### src/rtl/wave_sample_scheduler_if.sv
// Sample bus between the wave generator, the scheduler and the downstream consumer.
// master = scheduler side, slave = generator/consumer side.
interface wave_sample_scheduler_if #(
    parameter int N_FRAC = 7
);
    localparam int SW = N_FRAC + 1;

    logic                 get_next_data_strobe_o;
    logic signed [SW-1:0] saw_data_i;
    logic signed [SW-1:0] tri_data_i;
    logic signed [SW-1:0] sq_data_i;
    logic                 saw_valid_i;
    logic                 tri_valid_i;
    logic                 sq_valid_i;
    logic signed [SW-1:0] sample_o;
    logic                 sample_valid_o;
    logic                 sample_ready_i;

    modport master (
        output get_next_data_strobe_o, sample_o, sample_valid_o,
        input  saw_data_i, tri_data_i, sq_data_i,
        input  saw_valid_i, tri_valid_i, sq_valid_i, sample_ready_i
    );

    modport slave (
        input  get_next_data_strobe_o, sample_o, sample_valid_o,
        output saw_data_i, tri_data_i, sq_data_i,
        output saw_valid_i, tri_valid_i, sq_valid_i, sample_ready_i
    );
endinterface

### src/rtl/wave_sample_scheduler.sv
// Paces the wave generator at a programmable rate and captures one sample per tick.
// Optional generator-timeout watchdog enabled by defining WAVE_SCHED_TIMEOUT_EN.
module wave_sample_scheduler #(
    parameter int N_FRAC = 7,
    parameter int DIV_W  = 8
) (
    input  logic             clk_i,
    input  logic             rst_i,
    input  logic             enable_i,
    input  logic [DIV_W-1:0] div_i,
    input  logic [1:0]       wave_sel_i,
    input  logic             clear_flags_i,
    wave_sample_scheduler_if.master bus,
    output logic             busy_o,
    output logic             overrun_o,
    output logic             missed_tick_o,
    output logic             timeout_o
);
    localparam int SW = N_FRAC + 1;

    typedef enum logic [1:0] {S_IDLE, S_REQ, S_WAIT} state_t;

    state_t               state_q, state_d;
    logic [1:0]           sel_q, sel_d;
    logic [1:0]           sel_idx;
    logic [DIV_W-1:0]     cnt_q;
    logic                 tick;
    logic [2:0][SW-1:0]   wave_data;
    logic [2:0]           wave_vld;
    logic [SW-1:0]        sel_data;
    logic                 sel_vld;
    logic                 wait_expired;

    logic                 capture, load_sample, drop_sample;
    logic                 missed_evt, timeout_evt;
    logic                 strobe_d, busy_d;

    logic                 strobe_q, busy_q;
    logic signed [SW-1:0] sample_q;
    logic                 sample_vld_q;
    logic                 overrun_q, missed_q;

    // Generator channels packed so the selected one is a plain index.
    assign wave_data = {bus.sq_data_i, bus.tri_data_i, bus.saw_data_i};
    assign wave_vld  = {bus.sq_valid_i, bus.tri_valid_i, bus.saw_valid_i};
    assign sel_idx   = (sel_q == 2'b11) ? 2'b00 : sel_q;
    assign sel_data  = wave_data[sel_idx];
    assign sel_vld   = wave_vld[sel_idx];

    // Ticker: preload while disabled so the first tick lands div_i+1 cycles in.
    always_ff @(posedge clk_i) begin
        if (rst_i)               cnt_q <= '0;
        else if (!enable_i)      cnt_q <= div_i;
        else if (cnt_q == '0)    cnt_q <= div_i;
        else                     cnt_q <= cnt_q - 1'b1;
    end

    assign tick = enable_i && (cnt_q == '0);

`ifdef WAVE_SCHED_TIMEOUT_EN
    logic [3:0] wait_cnt;
    logic       timeout_q;

    always_ff @(posedge clk_i) begin
        if (rst_i)                   wait_cnt <= '0;
        else if (state_q == S_REQ)   wait_cnt <= '0;
        else if (state_q == S_WAIT)  wait_cnt <= wait_cnt + 4'd1;
    end

    // Last chance is the 15th WAIT cycle; a strobe there still wins.
    assign wait_expired = (state_q == S_WAIT) && (wait_cnt == 4'd14);

    always_ff @(posedge clk_i) begin
        if (rst_i) timeout_q <= 1'b0;
        else       timeout_q <= timeout_evt | (timeout_q & ~clear_flags_i);
    end

    assign timeout_o = timeout_q;
`else
    assign wait_expired = 1'b0;
    assign timeout_o    = 1'b0;
`endif

    // State register
    always_ff @(posedge clk_i) begin
        if (rst_i) begin
            state_q <= S_IDLE;
            sel_q   <= 2'b00;
        end else begin
            state_q <= state_d;
            sel_q   <= sel_d;
        end
    end

    // Next-state logic
    always_comb begin
        state_d = state_q;
        sel_d   = sel_q;
        unique case (state_q)
            S_IDLE: begin
                if (tick) begin
                    state_d = S_REQ;
                    sel_d   = wave_sel_i;
                end
            end
            S_REQ:   state_d = S_WAIT;
            S_WAIT:  if (sel_vld || wait_expired) state_d = S_IDLE;
            default: state_d = S_IDLE;
        endcase
    end

    // Output decode; everything here feeds a register below.
    always_comb begin
        capture     = (state_q == S_WAIT) && sel_vld;
        load_sample = capture && (!sample_vld_q || bus.sample_ready_i);
        drop_sample = capture && sample_vld_q && !bus.sample_ready_i;
        missed_evt  = tick && (state_q != S_IDLE);
        timeout_evt = wait_expired && !sel_vld;
        strobe_d    = (state_d == S_REQ);
        busy_d      = (state_d != S_IDLE);
    end

    always_ff @(posedge clk_i) begin
        if (rst_i) begin
            strobe_q <= 1'b0;
            busy_q   <= 1'b0;
        end else begin
            strobe_q <= strobe_d;
            busy_q   <= busy_d;
        end
    end

    // Single-entry output register; a capture in the same cycle as a pop refills it.
    always_ff @(posedge clk_i) begin
        if (rst_i) begin
            sample_q     <= '0;
            sample_vld_q <= 1'b0;
        end else if (load_sample) begin
            sample_q     <= sel_data;
            sample_vld_q <= 1'b1;
        end else if (sample_vld_q && bus.sample_ready_i) begin
            sample_vld_q <= 1'b0;
        end
    end

    // Set beats clear when both land in the same cycle.
    always_ff @(posedge clk_i) begin
        if (rst_i) begin
            overrun_q <= 1'b0;
            missed_q  <= 1'b0;
        end else begin
            overrun_q <= drop_sample | (overrun_q & ~clear_flags_i);
            missed_q  <= missed_evt  | (missed_q  & ~clear_flags_i);
        end
    end

    assign bus.get_next_data_strobe_o = strobe_q;
    assign bus.sample_o               = sample_q;
    assign bus.sample_valid_o         = sample_vld_q;
    assign busy_o                     = busy_q;
    assign overrun_o                  = overrun_q;
    assign missed_tick_o              = missed_q;
endmodule
### src/flat_wrapper.sv
// flat-port wrapper written by rule: the top's interface ports become plain ports
module wave_sample_scheduler_flat 
#(
    parameter int N_FRAC = 7,
    parameter int DIV_W  = 8
)
  (clk_i, rst_i, enable_i, div_i, wave_sel_i, clear_flags_i, busy_o, overrun_o, missed_tick_o, timeout_o, bus_get_next_data_strobe_o, bus_sample_o, bus_sample_valid_o, bus_saw_data_i, bus_tri_data_i, bus_sq_data_i, bus_saw_valid_i, bus_tri_valid_i, bus_sq_valid_i, bus_sample_ready_i);
  wave_sample_scheduler_if #(.N_FRAC(N_FRAC)) bus_i ();
  input  logic clk_i;
  input  logic rst_i;
  input  logic enable_i;
  input  logic [DIV_W-1:0] div_i;
  input  logic [1:0] wave_sel_i;
  input  logic clear_flags_i;
  output logic busy_o;
  output logic overrun_o;
  output logic missed_tick_o;
  output logic timeout_o;
  output wire logic [$bits(bus_i.get_next_data_strobe_o)-1:0] bus_get_next_data_strobe_o;
  output wire logic [$bits(bus_i.sample_o)-1:0] bus_sample_o;
  output wire logic [$bits(bus_i.sample_valid_o)-1:0] bus_sample_valid_o;
  input wire logic [$bits(bus_i.saw_data_i)-1:0] bus_saw_data_i;
  input wire logic [$bits(bus_i.tri_data_i)-1:0] bus_tri_data_i;
  input wire logic [$bits(bus_i.sq_data_i)-1:0] bus_sq_data_i;
  input wire logic [$bits(bus_i.saw_valid_i)-1:0] bus_saw_valid_i;
  input wire logic [$bits(bus_i.tri_valid_i)-1:0] bus_tri_valid_i;
  input wire logic [$bits(bus_i.sq_valid_i)-1:0] bus_sq_valid_i;
  input wire logic [$bits(bus_i.sample_ready_i)-1:0] bus_sample_ready_i;
  assign bus_get_next_data_strobe_o = bus_i.get_next_data_strobe_o;
  assign bus_sample_o = bus_i.sample_o;
  assign bus_sample_valid_o = bus_i.sample_valid_o;
  assign bus_i.saw_data_i = bus_saw_data_i;
  assign bus_i.tri_data_i = bus_tri_data_i;
  assign bus_i.sq_data_i = bus_sq_data_i;
  assign bus_i.saw_valid_i = bus_saw_valid_i;
  assign bus_i.tri_valid_i = bus_tri_valid_i;
  assign bus_i.sq_valid_i = bus_sq_valid_i;
  assign bus_i.sample_ready_i = bus_sample_ready_i;
  wave_sample_scheduler #(.N_FRAC(N_FRAC), .DIV_W(DIV_W)) u_core (.clk_i(clk_i), .rst_i(rst_i), .enable_i(enable_i), .div_i(div_i), .wave_sel_i(wave_sel_i), .clear_flags_i(clear_flags_i), .bus(bus_i), .busy_o(busy_o), .overrun_o(overrun_o), .missed_tick_o(missed_tick_o), .timeout_o(timeout_o));
endmodule
### config.mk
export PLATFORM = sky130hd
export DESIGN_NAME = wave_sample_scheduler_flat
export DESIGN_NICKNAME = d
export VERILOG_FILES = /design/src/rtl/wave_sample_scheduler_if.sv /design/src/rtl/wave_sample_scheduler.sv /design/src/flat_wrapper.sv
export SDC_FILE = /design/constraint.sdc
export NUM_CORES = 1
export LEC_CHECK = 0
export ABC_CLOCK_PERIOD_IN_PS = 1950
export CELL_PAD_IN_SITES_DETAIL_PLACEMENT = 0
export CELL_PAD_IN_SITES_GLOBAL_PLACEMENT = 1
export CORE_ASPECT_RATIO = 0.8
export CORE_UTILIZATION = 30
export DETAILED_ROUTE_END_ITERATION = 10
export PLACE_DENSITY_LB_ADDON = 0.1
export SYNTH_ARGS = -nofsm -noshare
export SYNTH_HDL_FRONTEND = slang
export SYNTH_SLANG_ARGS = --single-unit
### constraint.sdc
create_clock -name clk_i -period 1.95 [get_ports clk_i]
set_input_delay 0.4875 -clock clk_i [delete_from_list [all_inputs] [get_ports clk_i]]
set_output_delay 0.4875 -clock clk_i [all_outputs]
set_load 0.02 [all_outputs]
== Word level (Yosys, flattened, before mapping) ==
Cells that the tools add are included.
Widths: inputs -> output; s select.

* Add/subtract/negate cells: 1
* Multiply operators: 0
* Div/mod/pow operators: 0
* Order comparisons: 1
* Equal/unequal tests: 4
* Shift operators: 0
* Multiplexer cells: 12
* Bitwise operators: 5
* Reduce and logical (&&, ||, !) cells: 16

{| class="wikitable"
|+ Operators by type and width
! operator !! count
|-
| $mux 8 || 3
|-
| $bmux 8 s2 || 1
|-
| $logic_not 8->1 || 1
|-
| $sub 8x1->8 const B || 1
|-
| $logic_and 1x1->1 || 7
|-
| $mux 2 || 3
|-
| $pmux 2 s3 || 1
|-
| $reduce_bool 2->1 || 3
|-
| $eq 2x1->1 const B || 2
|-
| $eq 2x2->1 const B || 2
|-
| $lt 2x3->1 const B || 1
|-
| $mux 1 || 3
|-
| $and 1x1->1 || 2
|-
| $bmux 1 s2 || 1
|-
| $logic_not 1->1 || 2
|-
| $logic_not 2->1 || 1
|-
| $or 1x1->1 || 2
|-
| $reduce_and 2->1 || 1
|-
| $logic_or 1x1->1 || 1
|-
| $not 1->1 || 1
|}

* Bits in registers: 25
* Latch bits: 0
* RAM bits: 0
* ROM bits: 0
* Output and inout port bits: 14
* Memories: 0

== Longest topological paths before layout ==
Gate-level depths: netlist of the first run.

* Word-level depth: 8
* Gate-level depth with buffers: 7
* Gate-level depth less buffers: 6

== Least setup slack after synthesis of the first run ==
OpenSTA, ideal clock, no wires.

* Kind: register -> register
* From: reg u_core.cnt_q[3]
* To: reg u_core.sel_q[0]
* Library setup time: 0.128 ns
* Arrival: 1.670 ns
* Path slack: 0.153 ns
* Stages on the path, launching flop included: 6
* Path through: dfxtp_1 > or4_4 > or4_4 > buf_6 > mux2i_1 > nor2_1

* Cells in the longest elaborated chain, start to end: 3

{| class="wikitable"
|+ Ends and longest elaborated chain
! element !! RTL line !! RTL
|-
| start: declaration || wave_sample_scheduler.sv:26 || <nowiki>logic [DIV_W-1:0] cnt_q;</nowiki>
|-
| start signal: assignment || wave_sample_scheduler.sv:53 || <nowiki>else if (!enable_i) cnt_q <= div_i;</nowiki>
|-
| start signal: assignment || wave_sample_scheduler.sv:54 || <nowiki>else if (cnt_q == '0) cnt_q <= div_i;</nowiki>
|-
| start signal: assignment || wave_sample_scheduler.sv:55 || <nowiki>else cnt_q <= cnt_q - 1'b1;</nowiki>
|-
| $logic_not 8->1 || wave_sample_scheduler.sv:58 || <nowiki>assign tick = enable_i && (cnt_q == '0);</nowiki>
|-
| $logic_and 1x1->1 || wave_sample_scheduler.sv:58 ||
|-
| $reduce_and 2->1 (no source line) || - ||
|-
| end signal: assignment || wave_sample_scheduler.sv:91 || <nowiki>sel_q <= sel_d;</nowiki>
|-
| end: declaration || wave_sample_scheduler.sv:24 || <nowiki>logic [1:0] sel_q, sel_d;</nowiki>
|}

Every way passes these cells.
A chain may end at the register's enable or synchronous reset.

== Final worst setup path of the first run ==
Same ends and word-level chain as after synthesis.

==> flow_metrics.env, run 1 <==
export IMPL_place_congestion=0.736
export IMPL_worstSkewPairLatency_ns=0.27
export IMPL_nets=248
export IMPL_p_per_area_nw_per_um2=560
export IMPL_vias=1247
export IMPL_total_leakage_power_nw=0.696
export IMPL_die_w_um=76.7
export IMPL_async_flop_share_pct=0
export IMPL_avgSynthCellArea_um2=8.86
export IMPL_max_freq_ghz=0.569
export IMPL_endpoint_kind="flip-flop"
export IMPL_clockBufferDepth=2
export IMPL_syn_area_um2=1340
export IMPL_place_hpwl_um=2500
export IMPL_yosysSeqAreaShare_pct=37.4
export IMPL_syn_inst=151
export IMPL_die_area_um2=4730
export IMPL_syn_nets=194
export IMPL_clk_pin_slew_ns=0.09
export IMPL_die_h_um=61.7
export IMPL_rsz0062_at_grt="false"
export IMPL_grt_pass1_vias=1194
export IMPL_numCtsBuffers=3
export IMPL_track_usage_pct=14.7
export IMPL_max_cap_viol_count=0
export IMPL_skew_ns=0.00762
export IMPL_critPathLaunchType="flip-flop"
export IMPL_cts_resized=0
export IMPL_ctsHoldBuffers=0
export IMPL_synth_cell_type_count=34
export IMPL_antenna_found_initial=0
export IMPL_viasPerCell=4.78
export IMPL_setup_viol=0
export IMPL_hold_viol=0
export IMPL_slew_viol_final=0
export IMPL_ys_ff_latch=25
export IMPL_grt_first_pass_wirelength_um=5420
export IMPL_htree_levels=1
export IMPL_ff2ff_path_depth=4
export IMPL_cts_root_buf="clkbuf_8"
export IMPL_drive_above_1_share_pct=11.8
export IMPL_place_ws_ns=-0.288
export IMPL_syn2layout_area_growth_pct=48.9
export IMPL_initial_core_util_pct=31.6
export IMPL_setup_ws_ns=0.192
export IMPL_worstPathArrival_ns=1.92
export IMPL_synth_edf_count=0
export IMPL_relSlewSlack_pct=64.9
export IMPL_wl_per_cell_um=12.6
export IMPL_ys_warn_count=0
export IMPL_io_pins=56
export IMPL_ant_nets=0
export IMPL_critPathKind="reg2reg"
export IMPL_routed_wirelength_um=3300
export IMPL_numPortBuffers=54
export IMPL_hold_depth=2
export IMPL_grt_ovfl_total=0
export IMPL_rows=21
export IMPL_post_cts_setup_buffers=0
export IMPL_diodes=0
export IMPL_synthFlopType="dfxtp_1"
export IMPL_coreArea_um2=4230
export IMPL_worst_ep_required_time_ns=2.11
export IMPL_status="finished, final reports clean"
export IMPL_grt_max_degree=26
export IMPL_hold_class="reg2reg"
export IMPL_power_mw=1.12
export IMPL_post_route_period_util_pct=90.2
export IMPL_first_iter_violations=35
export IMPL_max_slew_worst_pin_slew_ns=0.526
export IMPL_cp_max_fo=5
export IMPL_min_period_ns=1.76
export IMPL_fillers=425
export IMPL_cts_num_sinks=25
export IMPL_drcViolationCount=0
export IMPL_first_pass_iters=4
export IMPL_cts_tree="built"
export IMPL_vdd_drop_max_mv=0.331
[metal layers]
layer | up-vias | track usage (%) | routed length [um] | part of all wire [%]
li1 | 655 | - | - | -
met1 | 554 | 18.7 | 1650 | 50
met2 | 33 | 25.0 | 1430 | 43
met3 | 5 | 4.53 | 186 | 5.6
met4 | 0 | 3.57 | 22 | 0.67
met5 | - | 0 | 0 | 0
[cells by family (layout without fill, tap and decap cells)]
logic type | Yosys count | in the layout | synth area share, %
compound gates | 42 | 42 | 20.2
xor+xnor | 4 | 4 | 2.62
fa+ha+maj | 1 | 1 | 0.935
buf+inv | 16 | 69 | 5.52
flops | 25 | 25 | 37.4
mux | 22 | 22 | 17.4
other cells | 1 | 1 | 0.280
simple gates | 40 | 40 | 15.6
[state kept, by name, summed over array words and instances (netlist names)]
register / cells
u_core.missed_tick_o: 1
u_core.overrun_o: 1
u_core.sel_q: 2
u_core.state_q: 2
u_core.cnt_q: 8
u_core.bus.get_next_data_strobe_o: 1
u_core.busy_o: 1
u_core.bus.sample_valid_o: 1
u_core.bus.sample_o: 8
[cell usage after synthesis, types with 2 or more instances]
cell / count / area share [%]
mux2_2: 10 / 8.4
buf_1: 2 / 0.56
nand2_1: 8 / 2.2
or3_1: 2 / 0.94
buf_2: 2 / 0.75
mux2i_1: 12 / 9.0
o21ai_0: 10 / 3.7
o2111ai_1: 8 / 5.2
clkbuf_1: 6 / 1.7
nor4_1: 2 / 0.94
dfxtp_1: 25 / 37
xnor2_1: 3 / 2.0
nor2b_1: 2 / 0.94
inv_1: 4 / 1.1
a21oi_1: 13 / 4.9
or4_4: 2 / 1.7
a211oi_1: 6 / 3.4
nor2_1: 15 / 4.2
nand2b_1: 4 / 1.9
[layout make-up]
| type | count | area, um^2 | area share [%] |
|---|---|---|---|
| Inverter | 4 | 15.0 | 0.754 |
| Sequential cell | 25 | 500 | 25.1 |
| Tap cell | 57 | 71.3 | 3.58 |
| Timing Repair Buffer | 61 | 596 | 29.9 |
| Multi-Input combinational cell | 110 | 763 | 38.3 |
| Clock inverter | 1 | 5.00 | 0.251 |
| Clock buffer | 3 | 41.3 | 2.07 |
[final timing paths]
path,to,slack [ns],start
min,u_core.bus.sample_o[4],0.48,u_core.bus.sample_o[4]
max,u_core.sel_q[0],0.19,u_core.cnt_q[3]
max reg2reg,u_core.sel_q[0],0.19,u_core.cnt_q[3]
min reg2reg,u_core.bus.sample_o[4],0.48,u_core.bus.sample_o[4]
[cell usage in the layout, fill, tap and decap left out, types with 4 or more instances in the layout]
| cell | synthesis | final |
|---|---|---|
| buf_4 | 1 | 7 |
| dfxtp_1 | 25 | 25 |
| a21oi_1 | 13 | 13 |
| a211oi_1 | 6 | 6 |
| nor2_1 | 15 | 15 |
| o21ai_0 | 10 | 10 |
| clkdlybuf4s50_1 | 0 | 53 |
| o2111ai_1 | 8 | 8 |
| nand2_1 | 8 | 8 |
| inv_1 | 4 | 4 |
| nand2b_1 | 4 | 4 |
| mux2i_1 | 12 | 12 |
| mux2_2 | 10 | 10 |
[where the power goes]
part | total [mW] | switching (mW) | leakage, nW | internal, mW
Sequential | 0.555 | 0.0204 | 0.204 | 0.534
Clock | 0.306 | 0.163 | 0.0255 | 0.143
Combinational | 0.255 | 0.102 | 0.467 | 0.154
[worst max-delay path, stage by stage (launching register included)]
cell and delay [ns]:
dfxtp_1 0.37, or4_4 0.59, or4_4 0.49, mux2i_1 0.17
nor2_1 0.05
[metrics by stage]
stage                     area [um^2]  setup TNS (ns)  hold WS, ns  cells  utilization (%)
after floorplan                  1340               0        0.475    151                -
after global placement           1940          -0.976        0.462    257             45.9
after detailed placement         1940          -0.957        0.472    257             45.9
after CTS                        1990               0        0.485    261             47.0
after global routing             1990               0        0.510    261             47.1
final                            1990               0        0.479    261             47.1
(Power assumes the default switching activity.)
==> run 2: changes to the inputs <==
--- a/config.mk
+++ b/config.mk
@@ -9,7 +9,8 @@
 export CELL_PAD_IN_SITES_DETAIL_PLACEMENT = 0
 export CELL_PAD_IN_SITES_GLOBAL_PLACEMENT = 1
 export CORE_ASPECT_RATIO = 0.8
-export CORE_UTILIZATION = 30
+export CORE_UTILIZATION = 31
+export CTS_BUF_LIST = sky130_fd_sc_hd__clkbuf_4
 export DETAILED_ROUTE_END_ITERATION = 10
 export PLACE_DENSITY_LB_ADDON = 0.1
 export SYNTH_ARGS = -nofsm -noshare
==> flow_metrics.env, run 2 (synthesized netlist as in run 1, its figures left out) <==
export IMPL_skew_ns=0.00340
export IMPL_routed_wirelength_um=3500
export IMPL_p_seq_share_pct=52.8
export IMPL_crit_buf_inv=1
export IMPL_netSwitchingFraction_pct=25.7
export IMPL_min_delay_start="u_core.bus.sample_o[4]"
export IMPL_drcViolationCount=0
export IMPL_cts_tree="built"
export IMPL_p_sw_mw=0.272
export IMPL_grt_first_pass_wirelength_um=5620
export IMPL_clock_power_share_pct=22.8
export IMPL_place_congestion=0.763
export IMPL_clk_pin_slew_ns=0.13
export IMPL_grt_max_degree=14
export IMPL_ff2ff_path_depth=4
export IMPL_critPathLaunchType="primary input"
export IMPL_worstPathArrival_ns=2.12
export IMPL_slew_viol_final=0
export IMPL_max_freq_ghz=0.527
export IMPL_route_top_layer_used="met4"
export IMPL_power_internal_mw=0.784
export IMPL_cts_resized=0
export IMPL_crit_chain="clkdlybuf4s50_1, or3b_2, or4_4, mux2i_1, nor2_1"
export IMPL_ctsHoldBuffers=0
export IMPL_combPwrFrac_pct=24.5
export IMPL_first_pass_iters=4
export IMPL_min_period_ns=1.90
export IMPL_grt_ovfl_total=0
export IMPL_cts_num_sinks=25
export IMPL_status="finished, final reports clean"
export IMPL_endpoint_kind="flip-flop"
export IMPL_diodes=0
export IMPL_hold_class="reg2reg"
export IMPL_cts_root_buf="clkbuf_4"
export IMPL_relSlewSlack_pct=59.9
export IMPL_rsz0062_at_grt="false"
export IMPL_tns_ns=0
export IMPL_m1WireLength_um=1750
export IMPL_first_iter_violations=80
export IMPL_fillers=389
export IMPL_numCtsBuffers=3
export IMPL_numPortBuffers=54
export IMPL_viasPerCell=5.00
export IMPL_hold_viol=0
export IMPL_track_usage_pct=16.3
export IMPL_die_h_um=60.8
export IMPL_whs_endpoint="u_core.bus.sample_o[4]"
export IMPL_worstSkewPairLatency_ns=0.31
export IMPL_r2r_slack_ns=0.13
export IMPL_max_cap_viol_count=0
export IMPL_slowest_stage="clkdlybuf4s50_1"
export IMPL_wl_met3_um=158
export IMPL_rows=20
export IMPL_vias=1305
export IMPL_place_ws_ns=-0.288
export IMPL_p_per_area_nw_per_um2=532
export IMPL_grt_pass1_vias=1193
export IMPL_die_w_um=75.4
export IMPL_regToRegEndpoint="u_core.sel_q[1]"
export IMPL_fin_util_pct=50.2
export IMPL_syn2layout_area_growth_pct=48.5
export IMPL_total_leakage_power_nw=0.689
export IMPL_setup_viol=0
export IMPL_max_slew_worst_pin_slew_ns=0.600
export IMPL_ant_nets=0
export IMPL_cp_slowest_stage_delay_ns=0.50
export IMPL_drive_above_1_share_pct=12.6
export IMPL_final_cell_mix="clkdlybuf4s50_1 (54), dfxtp_1 (25), nor2_1 (15), a21oi_1 (13), mux2i_1 (12)"
export IMPL_nets=250
export IMPL_power_mw=1.06
export IMPL_wl_per_cell_um=13.4
export IMPL_place_hpwl_um=2730
export IMPL_final_common_cell="clkdlybuf4s50_1"
export IMPL_hold_depth=2
export IMPL_htree_levels=1
export IMPL_worst_ep_required_time_ns=2.17
export IMPL_coreArea_um2=3950
export IMPL_post_route_period_util_pct=97.3
export IMPL_critPathKind="in2reg"
export IMPL_io_pins=56
export IMPL_post_cts_setup_buffers=0
export IMPL_die_area_um2=4580
export IMPL_r2r_start="u_core.cnt_q[3]"
export IMPL_routed_wl_met2_um=1570
export IMPL_antenna_found_initial=0
export IMPL_setup_ws_ns=0.0524
export IMPL_path_delay_family="simple AND/OR/NAND/NOR gates"
export IMPL_vdd_drop_max_mv=0.359
export IMPL_cp_max_fo=4
export IMPL_clockBufferDepth=2
export IMPL_initial_core_util_pct=33.8
run 2: cell count changes in the layout (fill, tap and decap cells not counted):
cell	before	now
clkinv_2	1	0
clkdlybuf4s50_1	53	54
buf_4	7	9
clkbuf_8	3	0
clkbuf_4	0	4
dlymetal6s2s_1	1	0
run 2: how the worst max path moves through the flow:
stage                    start         endpoint  slack, ns  depth (start not counted)
6_report              enable_i  u_core.sel_q[1]       0.05                          5
5_1_grt               enable_i  u_core.sel_q[0]       0.03                          5
4_1_cts               enable_i  u_core.sel_q[0]       0.05                          5
3_5_place_dp          enable_i  u_core.sel_q[0]      -0.29                          5
3_3_place_gp          enable_i  u_core.sel_q[0]      -0.26                          5
2_1_floorplan  u_core.cnt_q[3]  u_core.sel_q[0]       0.15                          5
run 2: power groups by stage:
stage,combinational [mW],clock (mW),sequential [mW]
5_1_grt,0.285,0.274,0.561
6_report,0.258,0.240,0.557
4_1_cts,0.260,0.249,0.557
3_5_place_dp,0.259,0,0.567
3_3_place_gp,0.251,0,0.566
2_1_floorplan,0.135,0,0.565
run 2: stage by stage:
step	hold slack, ns	cells	area, um^2
6_report	0.484	261	1990
5_1_grt	0.503	261	1990
4_1_cts	0.484	261	1990
3_5_place_dp	0.466	257	1960
3_3_place_gp	0.465	257	1960
2_1_floorplan	0.475	151	1340
run 2: area by class of cell:
type | count | area, um^2 | area share [%]
Multi-Input combinational cell | 110 | 763 | 38.4
Timing Repair Buffer | 63 | 608 | 30.6
Sequential cell | 25 | 500 | 25.2
Tap cell | 55 | 68.8 | 3.47
Clock buffer | 4 | 30.0 | 1.51
Inverter | 4 | 15.0 | 0.756
run 2: worst reg2reg max path, cell delays in order (launching register included):
cell and delay, ns:
dfxtp_1 0.38, or4_4 0.59, or4_4 0.54, mux2i_1 0.17, nor2_1 0.05
run 2: per-layer routing:
| layer | track usage, % | vias up |
|---|---|---|
| met4 | 1.59 | 0 |
| met2 | 27.6 | 32 |
| met1 | 22.1 | 612 |
| li1 | - | 659 |
| met3 | 3.65 | 2 |
| met5 | 0 | - |
==> RTL edit 1: new RTL, flow settings as in run 1 <==
Add a define of `WAVE_SCHED_TIMEOUT_EN`.
--- a/src/rtl/wave_sample_scheduler.sv
+++ b/src/rtl/wave_sample_scheduler.sv
@@ -1,4 +1,6 @@
 // Paces the wave generator at a programmable rate and captures one sample per tick.
 // Optional generator-timeout watchdog enabled by defining WAVE_SCHED_TIMEOUT_EN.
+`define WAVE_SCHED_TIMEOUT_EN
+
 module wave_sample_scheduler #(
     parameter int N_FRAC = 7,
Function: no difference found for any inputs over 10 cycles, from zero or initial values and one cycle with rst_i high; that may be too few to reach the edited logic, so the function may still have changed.
==> RTL edit 1 against run 1 <==
The flow now finishes with violations (DRC). Sequential cell count grew 5. Area after synthesis grew 21%. Maximum frequency shrank 2.1%. Routed wire length grew 30%. Design area grew 18%. Power grew 31%. Worst setup slack lost 38 ps. Count of clock-buffer cells in the layout grew 4. Critical endpoint is now u_core.sel_q[1].
==> RTL edit 1: results (changes against run 1) <==
| Metric | Value |
|---|---|
| Startpoint of the worst setup timing path | enable_i (was u_core.cnt_q[3]) |
| R2r setup slk | 170 ps (was 190 ps) |
| Multi-input gate count | 137 (was 110) |
| Slack of the critical path | 154 ps (was 192 ps) |
| Sequential standard cell area | 601 sq um (was 500 sq um) |
| Place WS | -367 ps (was -288 ps) |
| Crit Reg-Reg Startpoint | u_core.cnt_q[0] (was u_core.cnt_q[3]) |
| Number of iterations in the first detailed-routing pass | 9 (was 4) |
| H-tree levels | 2 (was 1) |
| Leakage | 0.815 nW (was 0.696 nW) |
| Number of clock sinks | 30 (was 25) |
| Met1 GRT Util | 17.7% (was 18.7%) |
| Top cells by area, synth | dfxtp_1 37%, mux2i_1 20%, a21oi_1 5.2%, nor2_1 5.1%, ha_1 3.1% (was dfxtp_1 37%, mux2i_1 9.0%, mux2_2 8.4%, o2111ai_1 5.2%, a21oi_1 4.9%) |
| Peak per-stage delay on the critical path | 560 ps (was 590 ps) |
| Net count, final | 289 (was 248) |
| Number of gates resized after CTS | 2 (was 0) |
| Metal-1 WL | 2000 um (was 1650 um) |
| Fill count | 522 (was 425) |
| Status | finished with violations (was finished, final reports clean) |
| Placed wire-length estimate after detailed placement | 3270 um (was 2500 um) |
| Most frequent cells after synthesis | 32 x mux2i_1, 30 x dfxtp_1, 22 x nor2_1 (was 25 x dfxtp_1, 15 x nor2_1, 13 x a21oi_1) |
| Signal inverters | 6 (was 4) |
| Maximum net fanout on the critical path | 4 (was 5) |
| Normalized max-slew margin | 65.4% (was 64.9%) |
| Hold worst-path end | u_core.missed_tick_o (was u_core.bus.sample_o[4]) |
| Hold Startpoint | u_core.missed_tick_o (was u_core.bus.sample_o[4]) |
| Count of vias placed by the detailed router | 1540 (was 1247) |
| Drc violations | 6 (was 0) |
| Worst reg2reg endpoint | u_core.sel_q[1] (was u_core.sel_q[0]) |
| Violated checks | DRC |
| Total placed cells including tap cells | 298 (was 257) |
| Mapped Cells | 183 (was 151) |
| Iteration-0 DRC Markers | 52 (was 35) |
==> RTL edit 1: kinds of logic after synthesis <==
kind of cell | count (synthesis) | share of synthesized area (%)
compound gates | 40 | 14.8
fa+ha+maj | 4 | 3.08
xor+xnor | 3 | 1.62
buf+inv | 16 | 5.32
mux | 33 | 20.4
simple gates | 57 | 17.8
flops | 30 | 37.0
==> RTL edit 1: power breakdown <==
| group | switching (mW) | internal [mW] | leakage, nW | total (mW) |
|---|---|---|---|---|
| Combinational | 0.125 | 0.164 | 0.522 | 0.289 |
| Sequential | 0.0207 | 0.638 | 0.244 | 0.659 |
| Clock | 0.226 | 0.284 | 0.0482 | 0.510 |
| Total | 0.371 | 1.09 | 0.815 | 1.46 |
==> RTL edit 1: per-stage QoR <==
stage | area (sq um) | TNS, ps
after floorplan | 1620 | 0
after global placement | 2250 | -960
after detailed placement | 2250 | -1100
after CTS | 2340 | 0
after global routing | 2340 | 0
final | 2340 | 0
==> RTL edit 2: new RTL, flow settings as in run 1 <==
Without the edit above. Put one more register stage on the output `overrun_o`, with the module's reset. The value now appears one clock later. The other outputs are not delayed to match.
--- a/src/rtl/wave_sample_scheduler.sv
+++ b/src/rtl/wave_sample_scheduler.sv
@@ -159,5 +159,11 @@
     assign bus.sample_valid_o         = sample_vld_q;
     assign busy_o                     = busy_q;
-    assign overrun_o                  = overrun_q;
+    always_ff @(posedge clk_i) begin
+        if (rst_i) begin
+            overrun_o <= '0;
+        end else begin
+            overrun_o <= overrun_q;
+        end
+    end
     assign missed_tick_o              = missed_q;
 endmodule
Formal check against the unedited RTL: not equivalent (Yosys sat finds a counterexample within 10 cycles, from zero or initial values and one cycle with rst_i high).
==> RTL edit 2 against run 1 <==
Clock power grew 16%. Design area rose by 1.6%. Sequential cell count increased by 1. Critical endpoint unchanged. Worst setup slack worse by 20 ps. Non-clock buffer count did not move. Routed wire length grew 3.8%. Power up 5.9%. Combinational power shrank 2%. Area after synthesis rose by 2.0%. Largest cell class unchanged. Synthesized cell count rose by 1.3%.
==> RTL edit 2: results (changes against run 1) <==
| Metric | Value |
|---|---|
| Type of the setup path with the least slack | input pin to register (was register to register) |
| Data arrival time of the critical path | 1950 ps (was 1920 ps) |
| Iteration-0 DRC Markers | 37 (was 35) |
| Met2 wire length | 1490 um (was 1430 um) |
| Net count, final | 250 (was 248) |
| Peak VDD IR | 0.396 mV (was 0.331 mV) |
| Worst hold stages | 1 (was 2) |
| Placed wire-length estimate after detailed placement | 2630 um (was 2500 um) |
| Average detailed-routed wire length per instance | 13.0 um (was 12.6 um) |
| Detailed route wirelength on metal3 | 141 um (was 186 um) |
| Normalized max-slew margin | 55.1% (was 64.9%) |
| Hold Startpoint | u_core.overrun_q (was u_core.bus.sample_o[4]) |
| Global routing usage on met3 | 4.26% (was 4.53%) |
| Largest net degree at the start of global routing | 27 (was 26) |
| Routability congestion estimate | 0.726 (was 0.736) |
| Aggregate routed wire length | 3420 um (was 3300 um) |
| Peak per-stage delay on the critical path | 560 ps (was 590 ps) |
| Total placed cells including tap cells | 259 (was 257) |
| Status | finished, final reports clean (unchanged) |
| Fraction of the yosys area taken by sequential cells | 38.2% (was 37.4%) |
| Place WS | -298 ps (was -288 ps) |
| First-pass GRT wire length | 6080 um (was 5420 um) |
| R2r setup slk | 210 ps (was 190 ps) |
| Met2 routing resource usage after global routing | 24.8% (was 25.0%) |
| Number of gates resized after CTS | 1 (was 0) |
| Overall track demand over capacity in global routing | 15.5% (was 14.7%) |
RTL edit 2: cell type report:
class,count,area (sq um)
Clock buffer,4,55.1
Fill cell,429,2260
Inverter,4,15.0
Multi-Input combinational cell,111,769
Sequential cell,26,520
Tap cell,57,71.3
Timing Repair Buffer,61,592
RTL edit 2: kinds of logic after synthesis:
logic type | share of synthesized area (%)
adders and majority gates | 0.917
xor gates and xnor gates | 2.57
AOI/OAI and AO/OA | 19.8
and+or+nand+nor | 15.8
DFF | 38.2
muxes | 17.1
other | 0.275
buffers and inverters | 5.41
RTL edit 2: power groups by stage:
stage	Sequential, mW	Clock [mW]	Combinational, mW
after floorplan	0.586	0	0.133
after global placement	0.587	0	0.249
after detailed placement	0.587	0	0.254
after CTS	0.575	0.358	0.255
after global routing	0.579	0.390	0.280
final	0.575	0.355	0.251
RTL edit 2: metrics by stage:
stage               util [%]  instance area [sq um]
floorplan                  -                   1360
global placement        46.0                   1970
detailed placement      46.0                   1970
CTS                     47.2                   2020
global route            47.2                   2020
finish                  47.2                   2020
